File: config.mk
export PLATFORM = sky130hd
export DESIGN_NAME = matrix_scan_arbiter
export DESIGN_NICKNAME = d
export VERILOG_FILES = /design/src/rtl/matrix_pkg.sv /design/src/rtl/matrix_rr_arbiter.sv /design/src/rtl/matrix_scan_arbiter.sv
export SDC_FILE = /design/constraint.sdc
export NUM_CORES = 1
export LEC_CHECK = 0
export ABC_AREA = 1
export BUFFER_PORTS_ARGS = -buffer_cell sky130_fd_sc_hd__buf_2
export CORE_MARGIN = 2
export CORE_UTILIZATION = 50
export CTS_BUF_LIST = sky130_fd_sc_hd__clkbuf_4
export CTS_CLUSTER_SIZE = 24
export DETAILED_ROUTE_END_ITERATION = 8
export GPL_TIMING_DRIVEN = 0
export PLACE_DENSITY = 0.84
export SLEW_MARGIN = 20
export SYNTH_ARGS = -nofsm -noshare
export SYNTH_HDL_FRONTEND = slang
export SYNTH_HIERARCHICAL = 1
export SYNTH_SLANG_ARGS = --single-unit
export TNS_END_PERCENT = 50
File: constraint.sdc
create_clock -name clk -period 1.73 [get_ports clk]
set_clock_uncertainty 0.05 [all_clocks]
set_input_delay 0.173 -clock clk [delete_from_list [all_inputs] [get_ports clk]]
set_output_delay 0.173 -clock clk [all_outputs]
set_load 0.02 [all_outputs]
File: src/rtl/matrix_pkg.sv
`default_nettype none
// ============================================================================
// Module  : matrix_pkg
// Brief   : Shared geometry, scan-state and owner encodings for the 4x4
//           LED matrix scan arbiter.
// Revision: 1.0 - initial release
// ============================================================================
package matrix_pkg;

    localparam int ROWS    = 4;
    localparam int COLS    = 4;
    localparam int ROW_W   = $clog2(ROWS);
    localparam int FRAME_W = ROWS * COLS;

    typedef enum logic [0:0] {
        BLANK = 1'b0,
        ON    = 1'b1
    } scan_state_t;

    typedef enum logic [0:0] {
        OWN_P1 = 1'b0,
        OWN_P2 = 1'b1
    } owner_t;

    // Bit 4*r+c of a frame is row r, column c.
    function automatic logic [COLS-1:0] row_nibble(
        input logic [FRAME_W-1:0] frame,
        input logic [ROW_W-1:0]   row
    );
        return frame[row * COLS +: COLS];
    endfunction

endpackage
`default_nettype wire

File: src/rtl/matrix_rr_arbiter.sv
`default_nettype none
// ============================================================================
// Module  : matrix_rr_arbiter
// Brief   : Two-way round-robin arbiter; the priority flop moves to the other
//           requester after every grant, even an uncontested one.
// Revision: 1.0 - initial release
// ============================================================================
module matrix_rr_arbiter
    import matrix_pkg::*;
(
    input  logic       clk,
    input  logic       rst_n,
    input  logic [1:0] req,
    input  logic       enable,
    output logic [1:0] gnt
);

    owner_t r_prio;

    always_comb begin
        gnt = 2'b00;
        if (enable) begin
            if (req[0] && (!req[1] || (r_prio == OWN_P1))) begin
                gnt = 2'b01;
            end else if (req[1]) begin
                gnt = 2'b10;
            end
        end
    end

    // A grant is always taken since the requester is already valid.
    always_ff @(posedge clk or negedge rst_n) begin
        if (!rst_n) begin
            r_prio <= OWN_P1;
        end else if (gnt[0]) begin
            r_prio <= OWN_P2;
        end else if (gnt[1]) begin
            r_prio <= OWN_P1;
        end
    end

endmodule
`default_nettype wire

File: src/rtl/matrix_scan_arbiter.sv
`default_nettype none
// ============================================================================
// Module  : matrix_scan_arbiter
// Brief   : Row-multiplexed 4x4 LED scan with blanking, fed by two requesters
//           through a round-robin arbiter and a tear-free back/front buffer.
// Revision: 1.0 - initial release
// ============================================================================
module matrix_scan_arbiter
    import matrix_pkg::*;
#(
    parameter int DWELL_CYCLES = 1000
) (
    input  logic                clk,
    input  logic                rst_n,
    input  logic [FRAME_W-1:0]  p1_frame,
    input  logic                p1_valid,
    output logic                p1_ready,
    input  logic [FRAME_W-1:0]  p2_frame,
    input  logic                p2_valid,
    output logic                p2_ready,
    output logic [ROWS-1:0]     row_en,
    output logic [COLS-1:0]     col_data,
    output logic                frame_sync,
    output logic                owner
);

    localparam int                 c_cnt_w    = (DWELL_CYCLES > 1) ? $clog2(DWELL_CYCLES) : 1;
    localparam logic [c_cnt_w-1:0] c_cnt_last = c_cnt_w'(DWELL_CYCLES - 1);
    localparam logic [ROW_W-1:0]   c_row_last = ROW_W'(ROWS - 1);

    scan_state_t          r_state;
    scan_state_t          w_state_nxt;
    logic [ROW_W-1:0]     r_row;
    logic [ROW_W-1:0]     w_row_nxt;
    logic [c_cnt_w-1:0]   r_cnt;
    logic [c_cnt_w-1:0]   w_cnt_nxt;
    logic                 w_leave_on;
    logic                 w_swap;

    logic [FRAME_W-1:0]   r_front;
    logic [FRAME_W-1:0]   r_back;
    owner_t               r_owner;
    owner_t               r_back_owner;
    logic                 r_pending;

    logic [1:0]           w_gnt;
    logic                 w_arb_en;

    assign w_arb_en = !r_pending;

    matrix_rr_arbiter u_arbiter (
        .clk    (clk),
        .rst_n  (rst_n),
        .req    ({p2_valid, p1_valid}),
        .enable (w_arb_en),
        .gnt    (w_gnt)
    );

    assign p1_ready = w_gnt[0];
    assign p2_ready = w_gnt[1];
    assign owner    = r_owner;

    // Scan next-state and row/column drive
    always_comb begin
        w_state_nxt = r_state;
        w_row_nxt   = r_row;
        w_cnt_nxt   = r_cnt;
        w_leave_on  = 1'b0;
        row_en      = '0;
        col_data    = '0;
        frame_sync  = 1'b0;

        case (r_state)
            BLANK: begin
                w_state_nxt = ON;
            end
            ON: begin
                row_en[r_row] = 1'b1;
                col_data      = row_nibble(r_front, r_row);
                frame_sync    = (r_row == '0) && (r_cnt == '0);
                if (r_cnt == c_cnt_last) begin
                    w_state_nxt = BLANK;
                    w_cnt_nxt   = '0;
                    w_row_nxt   = r_row + ROW_W'(1);
                    w_leave_on  = 1'b1;
                end else begin
                    w_cnt_nxt   = r_cnt + c_cnt_w'(1);
                end
            end
            default: begin
                w_state_nxt = BLANK;
            end
        endcase
    end

    always_ff @(posedge clk or negedge rst_n) begin
        if (!rst_n) begin
            r_state <= BLANK;
            r_row   <= '0;
            r_cnt   <= '0;
        end else begin
            r_state <= w_state_nxt;
            r_row   <= w_row_nxt;
            r_cnt   <= w_cnt_nxt;
        end
    end

    // Swap only at the end of the last row so a frame is never torn.
    assign w_swap = w_leave_on && (r_row == c_row_last) && r_pending;

    // Grants are masked while pending, so accept and swap never coincide.
    always_ff @(posedge clk or negedge rst_n) begin
        if (!rst_n) begin
            r_front      <= '0;
            r_back       <= '0;
            r_owner      <= OWN_P1;
            r_back_owner <= OWN_P1;
            r_pending    <= 1'b0;
        end else if (w_swap) begin
            r_front      <= r_back;
            r_owner      <= r_back_owner;
            r_pending    <= 1'b0;
        end else if (w_gnt[0]) begin
            r_back       <= p1_frame;
            r_back_owner <= OWN_P1;
            r_pending    <= 1'b1;
        end else if (w_gnt[1]) begin
            r_back       <= p2_frame;
            r_back_owner <= OWN_P2;
            r_pending    <= 1'b1;
        end
    end

endmodule
`default_nettype wire
# ---- After elaboration in Yosys (flattened, before gate mapping)
# Index checks and enable logic that the tools add are counted.
dict set report op_classes {
  n_eq_ne 2
  order_cmp 2
  multipliers 0
  reduce_logical 13
  n_bitwise 3
  n_mux 21
  addsub 2
  div 0
  shifts 1
}
# cell count
set op_table {}
lappend op_table {{$mux W16} 2}
lappend op_table {{$shiftx A16 B5 Y4} 1}
lappend op_table {{$mux W1} 11}
lappend op_table {{$add A10 B1 Y10 const B} 1}
lappend op_table {{$eq A10 B10 Y1 const B} 1}
lappend op_table {{$logic_not A10 Y1} 1}
lappend op_table {{$mux W10} 1}
lappend op_table {{$mux W4} 2}
lappend op_table {{$mux W2} 3}
lappend op_table {{$logic_and A1 B1 Y1} 5}
lappend op_table {{$reduce_and A2 Y1} 2}
lappend op_table {{$lt A2 B3 Y1 const B} 1}
lappend op_table {{$not A1 Y1} 3}
lappend op_table {{$reduce_bool A3 Y1} 1}
lappend op_table {{$add A2 B1 Y2 const B} 1}
lappend op_table {{$demux W1 S2} 1}
lappend op_table {{$eq A2 B2 Y1 const B} 1}
lappend op_table {{$ge A2 B1 Y1 const B} 1}
lappend op_table {{$logic_not A2 Y1} 1}
lappend op_table {{$pmux W1 S2} 1}
lappend op_table {{$reduce_bool A2 Y1} 1}
lappend op_table {{$logic_not A1 Y1} 1}
lappend op_table {{$logic_or A1 B1 Y1} 1}
dict set report word_totals {
  latch_bits 0
  n_memories 0
  regBits 49
  in_bits 36
  ram_bits 0
  word_cells 53
  output_inout_bits 12
  mem_bits_ro 0
}

# ---- Depth between registers and ports, before layout
# Gate-level depths: netlist (run 1).
dict set report logic_depth {
  ltp_word 8
  mapped_depth 10
  mapped_depth_nobuf 8
}

# ---- Modules after synthesis
# The synthesis (run 1) kept the hierarchy.
# mod cells_per_inst seq_area_each_um2 n_inst area_each_um2
set modules_own_cells {}
lappend modules_own_cells {matrix_scan_arbiter 354 1201.2 1 2561.2}
lappend modules_own_cells {matrix_rr_arbiter 8 25.0 1 53.8}

# ---- Worst setup path before layout (run 1)
# OpenSTA, ideal clock, no wires.
dict set report synth_timing {
  path_kind {register -> output}
  from {register r_row[0]}
  to {output frame_sync}
  required_time_ns 1.507
  n_path_buf 1
  path_stages_with_launch 8
  arrival_time_ns 1.577
  path_slack_ns -0.070
  cell_sequence {dfrtp_1 > buf_2 > clkinv_1 > ha_1 > nand2_1 > inv_1 > nand3_1 > nor3_1}
}
dict set report synth_via {
  elab_chain_len 3
}
# element line
set synth_rtl {}
lappend synth_rtl {{start: declaration} matrix_scan_arbiter.sv:33} ;# logic [ROW_W-1:0] r_row;
lappend synth_rtl {{start signal: assignment} matrix_scan_arbiter.sv:103} ;# r_row <= w_row_nxt;
lappend synth_rtl {{$logic_not A2 Y1} matrix_scan_arbiter.sv:80} ;# frame_sync = (r_row == '0) && (r_cnt == '0);
lappend synth_rtl {{$logic_and A1 B1 Y1} matrix_scan_arbiter.sv:80}
lappend synth_rtl {{$mux W1} matrix_scan_arbiter.sv:73} ;# case (r_state)
lappend synth_rtl {{end: declaration} matrix_scan_arbiter.sv:23} ;# output logic frame_sync,
# Every way passes these cells.

# ---- Worst setup path in the final report (run 1)
dict set report layout_timing {
  from {register r_row[0]}
  to {output col_data[3]}
}
dict set report layout_via {
  elab_chain_len 2
}
# element line
set layout_rtl {}
lappend layout_rtl {{$shiftx A16 B5 Y4} matrix_pkg.sv:30} ;# return frame[row * COLS +: COLS];
lappend layout_rtl {{$mux W4} matrix_scan_arbiter.sv:73}
lappend layout_rtl {{end: declaration} matrix_scan_arbiter.sv:22} ;# output logic [COLS-1:0] col_data,
# Every way passes these cells.

==> metrics.cfg, run 1 <==
[outcome]
status = finished with violations
violations = setup timing

[setup_path]
r2r_start = r_row[1]
crit_chain = buf_6 > buf_6 > nor2_2 > nor2_1 > o21ai_1 > a21oi_1 > buf_4
cp.required_ns = 1.51
worstPathArrival_ns = 1.61
cp-start-kind = register
critPathSlowestCell = dfrtp_1
crit_cells = 7
reg2reg_to = r_back[11]
crit_path_max_fanout = 6
worstSetupPathType = register to output pin
max_stage_delay_ns = 0.39
r2r_slack_ns = 0.07
path_common_cell = buf_6
end_kind = output pin
path_delay_family = buffers and inverters
endpoint = col_data[3]
crit_buf_inv = 3
r2r_cells = 9
crit_start = r_row[0]

[floorplan]
fp.dieH_microns = 76.3
core-area_sq_um = 5070
row_count = 26
die_area_sq_um = 5820
die_w_microns = 76.3
initial_core_util = 0.515
io_pins = 48

[sta]
relSlewSlack = 0.601
finalHoldViolations = 0
tightest_slew_ns = 0.598
slew_violations = 0
setup_viol = 6
finalWorstSetupSlack_ns = -0.0986
timing.final.crit_period_ns = 1.83
rsz0062_at_grt = yes
max_freq_mhz = 547
setup_tns_ns = -0.351
worst_hold_slack_ns = 0.0149
fin_crit_sh = 1.06

[placement]
io_buffers = 47
placed_cells = 479
routabilityCongestion = 0.889
hpwl_microns = 3900

[global_routing]
grt_max_degree = 50
grt-ovfl-total = 0
grt_pass1_wl_microns = 9380
gr-usage-all-layers = 0.198
antenna_found_initial = 0
grt_pass1_vias = 2199

[clock_network]
clk_pin_slew_worst_paths_ns = 0.16
clk_latency_ns = 0.38
cts_tree = done
cts-root-buf = clkbuf_4
cts_htree_levels = 2
cts_max_path_buffers = 2
cts_buffers = 5
cts.sinks = 49

[pwr]
ir_drop_v = 0.000289
power_leakage_nw = 1.81
power_density_nw_per_um2 = 545

[drt]
remaining_drc_errors = 0
drtPass1Iterations = 4
routed_via_density = 4.77
drt_iter0_drc = 110
postRouteAntennaNets = 0
wire_per_inst_microns = 11.4
vias = 2389
drt-total-wl_microns = 5730

[synth]
synthArstFlopShare = 1.00
ys_ff_latch = 49
synth.most_common_cell = nand2_1
synth_nets = 404
synth_cell_type_count = 23
synthCells = 362
synth.area.top_cells = dfrtp_1 (47%), nand2_1 (20%), inv_1 (6.5%)
synth_edf_count = 0
synth_top_area_share = 0.469
synth_area_sq_um = 2620
synth_warnings = 6
synth_top_cell_by_area = dfrtp_1
synth_area_per_cell_sq_um = 7.22
ys.flop_type = dfrtp_1
ys_seq_area_frac = 0.469
synthTopCellsByCount = nand2_1 (138), dfrtp_1 (49), inv_1 (45), nand3_1 (32), nor2_1 (31)

[job]
max-cap-violations = 0

[min_path]
min_path_type = input pin to register

[final_layout]
area_growth_pct = 24.6
drive_gt1_frac = 0.239
final_nets = 472
diodes = 0
fin_cells = 501

-- worst min-delay path: stages --
cell and delay [ns]:
buf_2 0.09, nand2_1 0.06, nand2_1 0.05, nand2_1 0.05
-- stage by stage --
step / util / worst slack (ns) / cell area (sq um) / total power [mW]
2_1_floorplan: - / 0.0198 / 2620 / 1.18
3_3_place_gp: 0.580 / 0.0168 / 2940 / 1.24
3_5_place_dp: 0.580 / -0.0366 / 2940 / 1.24
4_1_cts: 0.609 / -0.0660 / 3090 / 1.78
5_1_grt: 0.642 / -0.214 / 3260 / 1.85
6_report: 0.642 / -0.0986 / 3260 / 1.78
-- cell usage in the layout, fill, tap and decap left out --
cell type | netlist | final
a21oi_1 | 5 | 5
buf_12 | 0 | 1
buf_2 | 11 | 46
buf_4 | 0 | 15
buf_6 | 1 | 10
clkbuf_4 | 0 | 5
clkinv_1 | 2 | 1
clkinv_2 | 0 | 1
clkinv_4 | 0 | 1
clkinv_8 | 0 | 1
dfrtp_1 | 49 | 48
dfrtp_2 | 0 | 1
dlygate4sd3_1 | 0 | 1
ha_1 | 6 | 4
ha_2 | 0 | 1
ha_4 | 0 | 1
inv_1 | 45 | 41
inv_2 | 1 | 5
inv_6 | 0 | 1
nand2_1 | 138 | 137
nand2_2 | 0 | 1
nand2_4 | 1 | 1
nand3_1 | 32 | 31
nand3_2 | 0 | 1
nand4_1 | 3 | 3
nand4_2 | 0 | 1
nand4_4 | 1 | 1
nor2_1 | 31 | 26
nor2_2 | 1 | 3
nor2_4 | 1 | 4
nor3_1 | 3 | 2
nor3_2 | 1 | 2
o21ai_0 | 10 | 6
o21ai_1 | 17 | 21
or2_1 | 1 | 1
xor2_1 | 1 | 1
-- registers in the layout (all words and copies together) (netlist names) --
name and cells:
owner 1, r_back 16, r_back_owner 1, r_cnt 10
r_front 16, r_pending 1, r_row 2, r_state 1
u_arbiter/r_prio 1
-- layout make-up --
class | count | area [sq um]
fill | 460 | 1820
timing repair buffer | 60 | 368
clock buffer | 5 | 37.5
tap | 70 | 87.6
multi-input combinational | 253 | 1210
clock inverter | 3 | 21.3
sequential | 49 | 1230
buffer | 13 | 118
inverter | 48 | 194
-- logic make-up after synthesis --
| group | synth area share |
|---|---|
| buffers and inverters | 0.0957 |
| DFF | 0.469 |
| and+or+nand+nor | 0.342 |
| xor gates and xnor gates | 0.00335 |
| adders and majority gates | 0.0287 |
| AOI/OAI and AO/OA | 0.0612 |
-- how the worst min path moves through the flow --
stage	slack (ns)	endpoint	from	cells after the start
global route	0.03	u_arbiter/r_prio	p2_valid	4
detailed placement	0.37	r_cnt[9]	rst_n	1
global placement	0.35	r_cnt[9]	rst_n	1
finish	0.01	u_arbiter/r_prio	p2_valid	4
floorplan	-0.17	owner	rst_n	0
CTS	0.001	u_arbiter/r_prio	p2_valid	4
-- repair_timing --
item,CTS,global route
hold buffers,1,0
buffers inserted,4,6
pin swaps,1,11
endpoints found under the hold margin,49,0
gates cloned,0,3
endpoints found under the setup margin,18,42
gates resized for setup,18,39
-- where the power goes --
group          total, mW  switching [mW]  internal [mW]
Clock              0.556           0.393          0.163
Combinational     0.0764          0.0398         0.0366
Sequential          1.15               0           1.15
-- per-layer routing --
| layer | track usage | vias to the layer above | wire, microns |
|---|---|---|---|
| met2 | 0.353 | 56 | 2950 |
| met1 | 0.238 | 1068 | 2510 |
| li1 | - | 1259 | - |
| met3 | 0.0367 | 6 | 188 |
| met5 | 0 | - | 0 |
| met4 | 0.0709 | 0 | 82 |
(Power assumes the default switching activity.)
==> run 2, diff against run 1 <==
ABC_AREA = unset   (was 1)
==> run 2 against run 1 <==
Global-route usage up 10 points. Count of clock-buffer cells in the layout stayed put. Fmax decreased by 11%. The run still ends with setup timing left. Critical path type is now register to register.
==> metrics.cfg, run 2 <==
[floorplan]
row_count = 25
die_w_microns = 74.8
die_area_sq_um = 5590
initial_core_util = 0.524
fp.dieH_microns = 74.8
core-area_sq_um = 4790
io_pins = 48

[synth]
synth_area_sq_um = 2510
ys.flop_type = dfrtp_1
synthTopCellsByCount = nand2_1 (62), nand3_1 (52), dfrtp_1 (49), o21ai_1 (11), nor2_1 (10)
ys_seq_area_frac = 0.489
synth-compound-area-share = 0.0629
synthSimpleGateAreaFrac = 0.290
synth_warnings = 6
synth_cell_type_count = 38
synth_top_cell_by_area = dfrtp_1
ys_ff_latch = 49
synth_top_area_share = 0.489
synth-xor-area-share = 0.0210
synth_fa_ha_area_frac = 0.0300
synth_edf_count = 0
synth_area_per_cell_sq_um = 9.05
synth_mux_area_frac = 0.0444
synthCells = 277
synth_nets = 319
synth_top_family_by_area = simple AND/OR/NAND/NOR gates
synthArstFlopShare = 1.00
synth.area.top_cells = dfrtp_1 (49%), nand3_1 (10%), nand2_1 (9.3%)
synth.most_common_cell = nand2_1

[placement]
pre_cts_ws_ns = -0.334
io_buffers = 47
hpwl_microns = 3930
routabilityCongestion = 0.839

[final_layout]
final_common_cell = nand2_1
final_nets = 431
fill_cells = 271
top_regs = r_back (16), r_front (16), r_cnt (10)
area_growth_pct = 53.8
drive_gt1_frac = 0.426
mostFrequentLayoutCells = nand2_1 (60), dfrtp_1 (45), buf_2 (42)

[drt]
drt_iter0_drc = 219
drtPass1Iterations = 5
vias = 2719
routed_via_density = 5.94
wire_per_inst_microns = 20.4
remaining_drc_errors = 0
postRouteAntennaNets = 0
drt-total-wl_microns = 9350

[clock_network]
clk_pin_slew_worst_paths_ns = 0.15
cts_tree = done
cts_max_path_buffers = 2
cts.sinks = 49
cts_buffers = 5
cts-root-buf = clkbuf_4
cts_htree_levels = 2
clk_latency_ns = 0.38

[global_routing]
grt_max_degree = 50
grt_pass1_wl_microns = 12400
antenna_found_initial = 1
gr-usage-all-layers = 0.299
grt-ovfl-total = 0
grt_pass1_vias = 2596

[sta]
worst_hold_slack_ns = 0.0605
relSlewSlack = 0.588
rsz0062_at_grt = yes
setup_viol = 45
tightest_slew_ns = 0.618
fin_crit_sh = 1.19
finalHoldViolations = 0
slew_violations = 0
timing.final.crit_period_ns = 2.05
finalWorstSetupSlack_ns = -0.324
max_freq_mhz = 487

[pwr]
power_leakage_nw = 1.82
ir_drop_v = 0.000610
power_density_nw_per_um2 = 708

[setup_path]
end_kind = register
critPathSlowestCell = or4_4
worstPathArrival_ns = 2.27
cp-start-kind = register
max_stage_delay_ns = 0.62
path_common_cell = nand3_1
worstSetupPathType = register to register
crit_chain = or3b_4 > or4_4 > clkbuf_16 > nand3_1 > nand3_1
crit_path_max_fanout = 5
cp.required_ns = 1.94

[outcome]
status = finished with violations
violations = setup timing

[min_path]
min_path_type = input pin to register

[job]
max-cap-violations = 0

## run 2: cell types whose count changed in the layout (fill, tap and decap cells not counted), sizes merged, moves of 4 or more
cell and change:
mux4 +4, nor2 -22, o21ai -10, xnor2 +5, inv -38, buf +11
clkbuf +7, and2 +7, dlygate4sd3 +32, nand3 +20, nand2 -77, a21oi +5
## run 2: critical path: cells and delay by family, from the launching register on
family / cells / cell delay (ns)
AND/OR/NAND/NOR: 4 / 1.24
buffers and inverters: 1 / 0.20
flip-flops: 1 / 0.45
## run 2: stage by stage
stage	std cells	util	cell area [sq um]	total power, mW	TNS (ns)
after floorplan	277	-	2530	1.72	-3.29
after global placement	391	0.595	2850	1.86	-8.90
after detailed placement	391	0.595	2850	1.87	-9.53
after CTS	440	0.704	3370	2.45	-7.09
after global routing	458	0.805	3850	2.82	-10.56
final	458	0.805	3850	2.73	-8.07
## run 2: logic make-up after synthesis
group,Yosys count
and+or+nand+nor,153
buffers and inverters,28
adders and majority gates,6
xor gates and xnor gates,6
muxes,6
AOI/OAI and AO/OA,29
DFF,49
## run 2: layout make-up
type	instances	area, sq um	share of cell area
multi-input combinational	201	1440	0.375
sequential	49	1230	0.319
timing repair buffer	107	845	0.219
buffer	16	155	0.0402
tap	67	83.8	0.0217
inverter	9	38.8	0.0101
clock buffer	5	37.5	0.00974
clock inverter	3	17.5	0.00454
antenna	1	2.50	0.000649
## run 2: final timing paths
check	start	slack, ns	cells past startpoint	end
hold / removal	p1_valid	0.06	3	u_arbiter/r_prio
setup / recovery	r_cnt[4]	-0.32	5	r_back[1]
hold reg to reg	r_front[6]	0.45	2	r_front[6]
min in group asynchronous	rst_n	0.28	2	r_back[14]
setup reg to reg	r_cnt[4]	-0.32	5	r_back[1]
max in group asynchronous	rst_n	0.90	2	r_row[1]
## run 2: power breakdown
part / internal (mW) / total, mW / leakage (nW) / switching [mW]
sequential: 1.36 / 1.53 / 0.625 / 0.177
clock: 0.155 / 0.550 / 0.0326 / 0.395
combinational: 0.289 / 0.646 / 1.16 / 0.357
total: 1.80 / 2.73 / 1.82 / 0.929
## run 2: layer usage
metal | vias to the layer above | GRT usage | part of all wire
met5 | - | 0 | 0
li1 | 1172 | - | -
met1 | 1283 | 0.346 | 0.35
met4 | 0 | 0.147 | 0.073
met2 | 189 | 0.529 | 0.50
met3 | 75 | 0.0616 | 0.072
## run 2: repair_timing
action / CTS / global route
hold buffers: 33 / 0
pin swaps: 2 / 34
gates resized for setup: 27 / 86
setup endpoints to repair: 44 / 47
hold endpoints to repair: 65 / 0
gates cloned: 2 / 4
buffers inserted: 8 / 14
==> run 3, diff against run 2 <==
CORE_UTILIZATION = 38   (was 50)
PLACE_DENSITY = 0.69   (was 0.84)
==> run 3 against run 2 <==
The run still ends with setup timing left. Via count shrank 7.5%. Count of clock-buffer cells in the layout did not move. Global-route usage is 7.9 points lower. Worst setup slack gained 0.031 ns. Critical endpoint is now r_back[15].
==> metrics.cfg, run 3 (synthesis results as in run 2) <==
[drt]
drt_iter0_drc = 115
remaining_drc_errors = 0
drtPass1Iterations = 4
postRouteAntennaNets = 0
wire_per_inst_microns = 17.8
routed_via_density = 5.47
vias = 2516
drt-total-wl_microns = 8190

[sta]
relSlewSlack = 0.574
setup_viol = 44
worst_hold_slack_ns = 0.0820
finalWorstSetupSlack_ns = -0.292
max_freq_mhz = 494
finalHoldViolations = 0
tightest_slew_ns = 0.639
rsz0062_at_grt = yes
fin_crit_sh = 1.17
slew_violations = 0
setup_tns_ns = -7.74
timing.final.crit_period_ns = 2.02

[setup_path]
r2r_start = r_cnt[4]
crit_buf_inv = 1
critPathSlowestCell = or4_4
crit_chain = or3b_4 > or4_4 > buf_8 > nand3_2 > nand3_2
path_common_cell = nand3_2
end_kind = register
worstPathArrival_ns = 2.26
cp.required_ns = 1.97
max_stage_delay_ns = 0.61
cp-start-kind = register
crit_start = r_cnt[4]
crit_path_max_fanout = 5
path_delay_family = simple AND/OR/NAND/NOR gates
worstSetupPathType = register to register

[final_layout]
fin_area_sq_um = 3930
mostFrequentLayoutCells = nand3_2 (46), nand2_1 (43), dfrtp_1 (43)
final_common_cell = nand3_2
area_growth_pct = 56.8
fin_cells = 460
final_nets = 424
drive_gt1_frac = 0.507
diodes = 0
top_regs = r_back (16), r_front (16), r_cnt (10)

[floorplan]
die_w_microns = 85.2
row_count = 29
core-area_sq_um = 6350
initial_core_util = 0.395
fp.dieH_microns = 85.2
die_area_sq_um = 7260
io_pins = 48

[placement]
placed_cells = 401
pre_cts_ws_ns = -0.339
placed_area_sq_um = 2860
hpwl_microns = 4020
routabilityCongestion = 0.805
io_buffers = 47

[pwr]
ir_drop_v = 0.000488
power_density_nw_per_um2 = 699
power_leakage_nw = 1.80

[clock_network]
cts_max_path_buffers = 2
cts_tree = done
cts_htree_levels = 2
cts.sinks = 49
clk_latency_ns = 0.39
clk_pin_slew_worst_paths_ns = 0.17
cts-root-buf = clkbuf_4
cts_buffers = 5

[global_routing]
antenna_found_initial = 0
grt_max_degree = 50
grt_pass1_vias = 2587
gr-usage-all-layers = 0.220
grt_pass1_wl_microns = 12500
grt-ovfl-total = 0

[outcome]
status = finished with violations
violations = setup timing

[job]
max-cap-violations = 0

[min_path]
min_path_type = input pin to register
worstHoldStart = p1_valid

run 3: cell count changes in the layout (fill, tap and decap cells not counted), sizes merged:
| cell | before | now |
|---|---|---|
| buf | 83 | 79 |
| clkbuf | 12 | 9 |
| clkinv | 3 | 1 |
| diode | 1 | 0 |
| inv | 9 | 11 |
run 3: per-layer routing:
metal | global-route usage | share of wire | wire length [microns]
met1 | 0.261 | 0.39 | 3190
met2 | 0.404 | 0.53 | 4350
met3 | 0.0360 | 0.047 | 381
met4 | 0.0736 | 0.033 | 272
met5 | 0 | 0 | 0
run 3: layout make-up:
class	count	area [sq um]
Clock inverter	3	28.8
Buffer	16	149
Tap cell	77	96.3
Clock buffer	5	37.5
Fill cell	480	2420
Multi-Input combinational cell	201	1560
Timing Repair Buffer	100	781
Sequential cell	49	1230
Inverter	9	38.8
run 3: path summary, 6_finish.rpt:
path	endpoint	slack (ns)	cells past startpoint
setup / recovery	r_back[15]	-0.29	5
min in group asynchronous	owner	0.27	2
setup reg to reg	r_back[15]	-0.29	5
hold reg to reg	r_front[8]	0.45	2
hold / removal	u_arbiter/r_prio	0.08	3
max in group asynchronous	r_row[1]	0.90	2
run 3: power by group:
part	total [mW]	switching (mW)	leakage, nW	internal [mW]
clock	0.621	0.443	0.0377	0.178
sequential	1.49	0.138	0.625	1.35
combinational	0.633	0.333	1.13	0.300
total	2.75	0.914	1.80	1.83
run 3: metrics by stage:
stage                      util  total power [mW]
after floorplan               -              1.72
after global placement    0.450              1.86
after detailed placement  0.450              1.88
after CTS                 0.575              2.58
after global routing      0.619              2.88
final                     0.619              2.75
run 3: repair_timing:
item | CTS | global route
gates cloned | 6 | 0
endpoints found under the setup margin | 44 | 55
endpoints found under the hold margin | 65 | 0
pin swaps | 50 | 46
resized for setup | 92 | 56
hold buffers | 33 | 0
buffers inserted | 6 | 9
run 3: worst reg2reg max path: stages (launching register included):
cell and delay (ns):
dfrtp_2 0.47, or3b_4 0.45, or4_4 0.62, buf_8 0.18, nand3_2 0.09, nand3_2 0.08
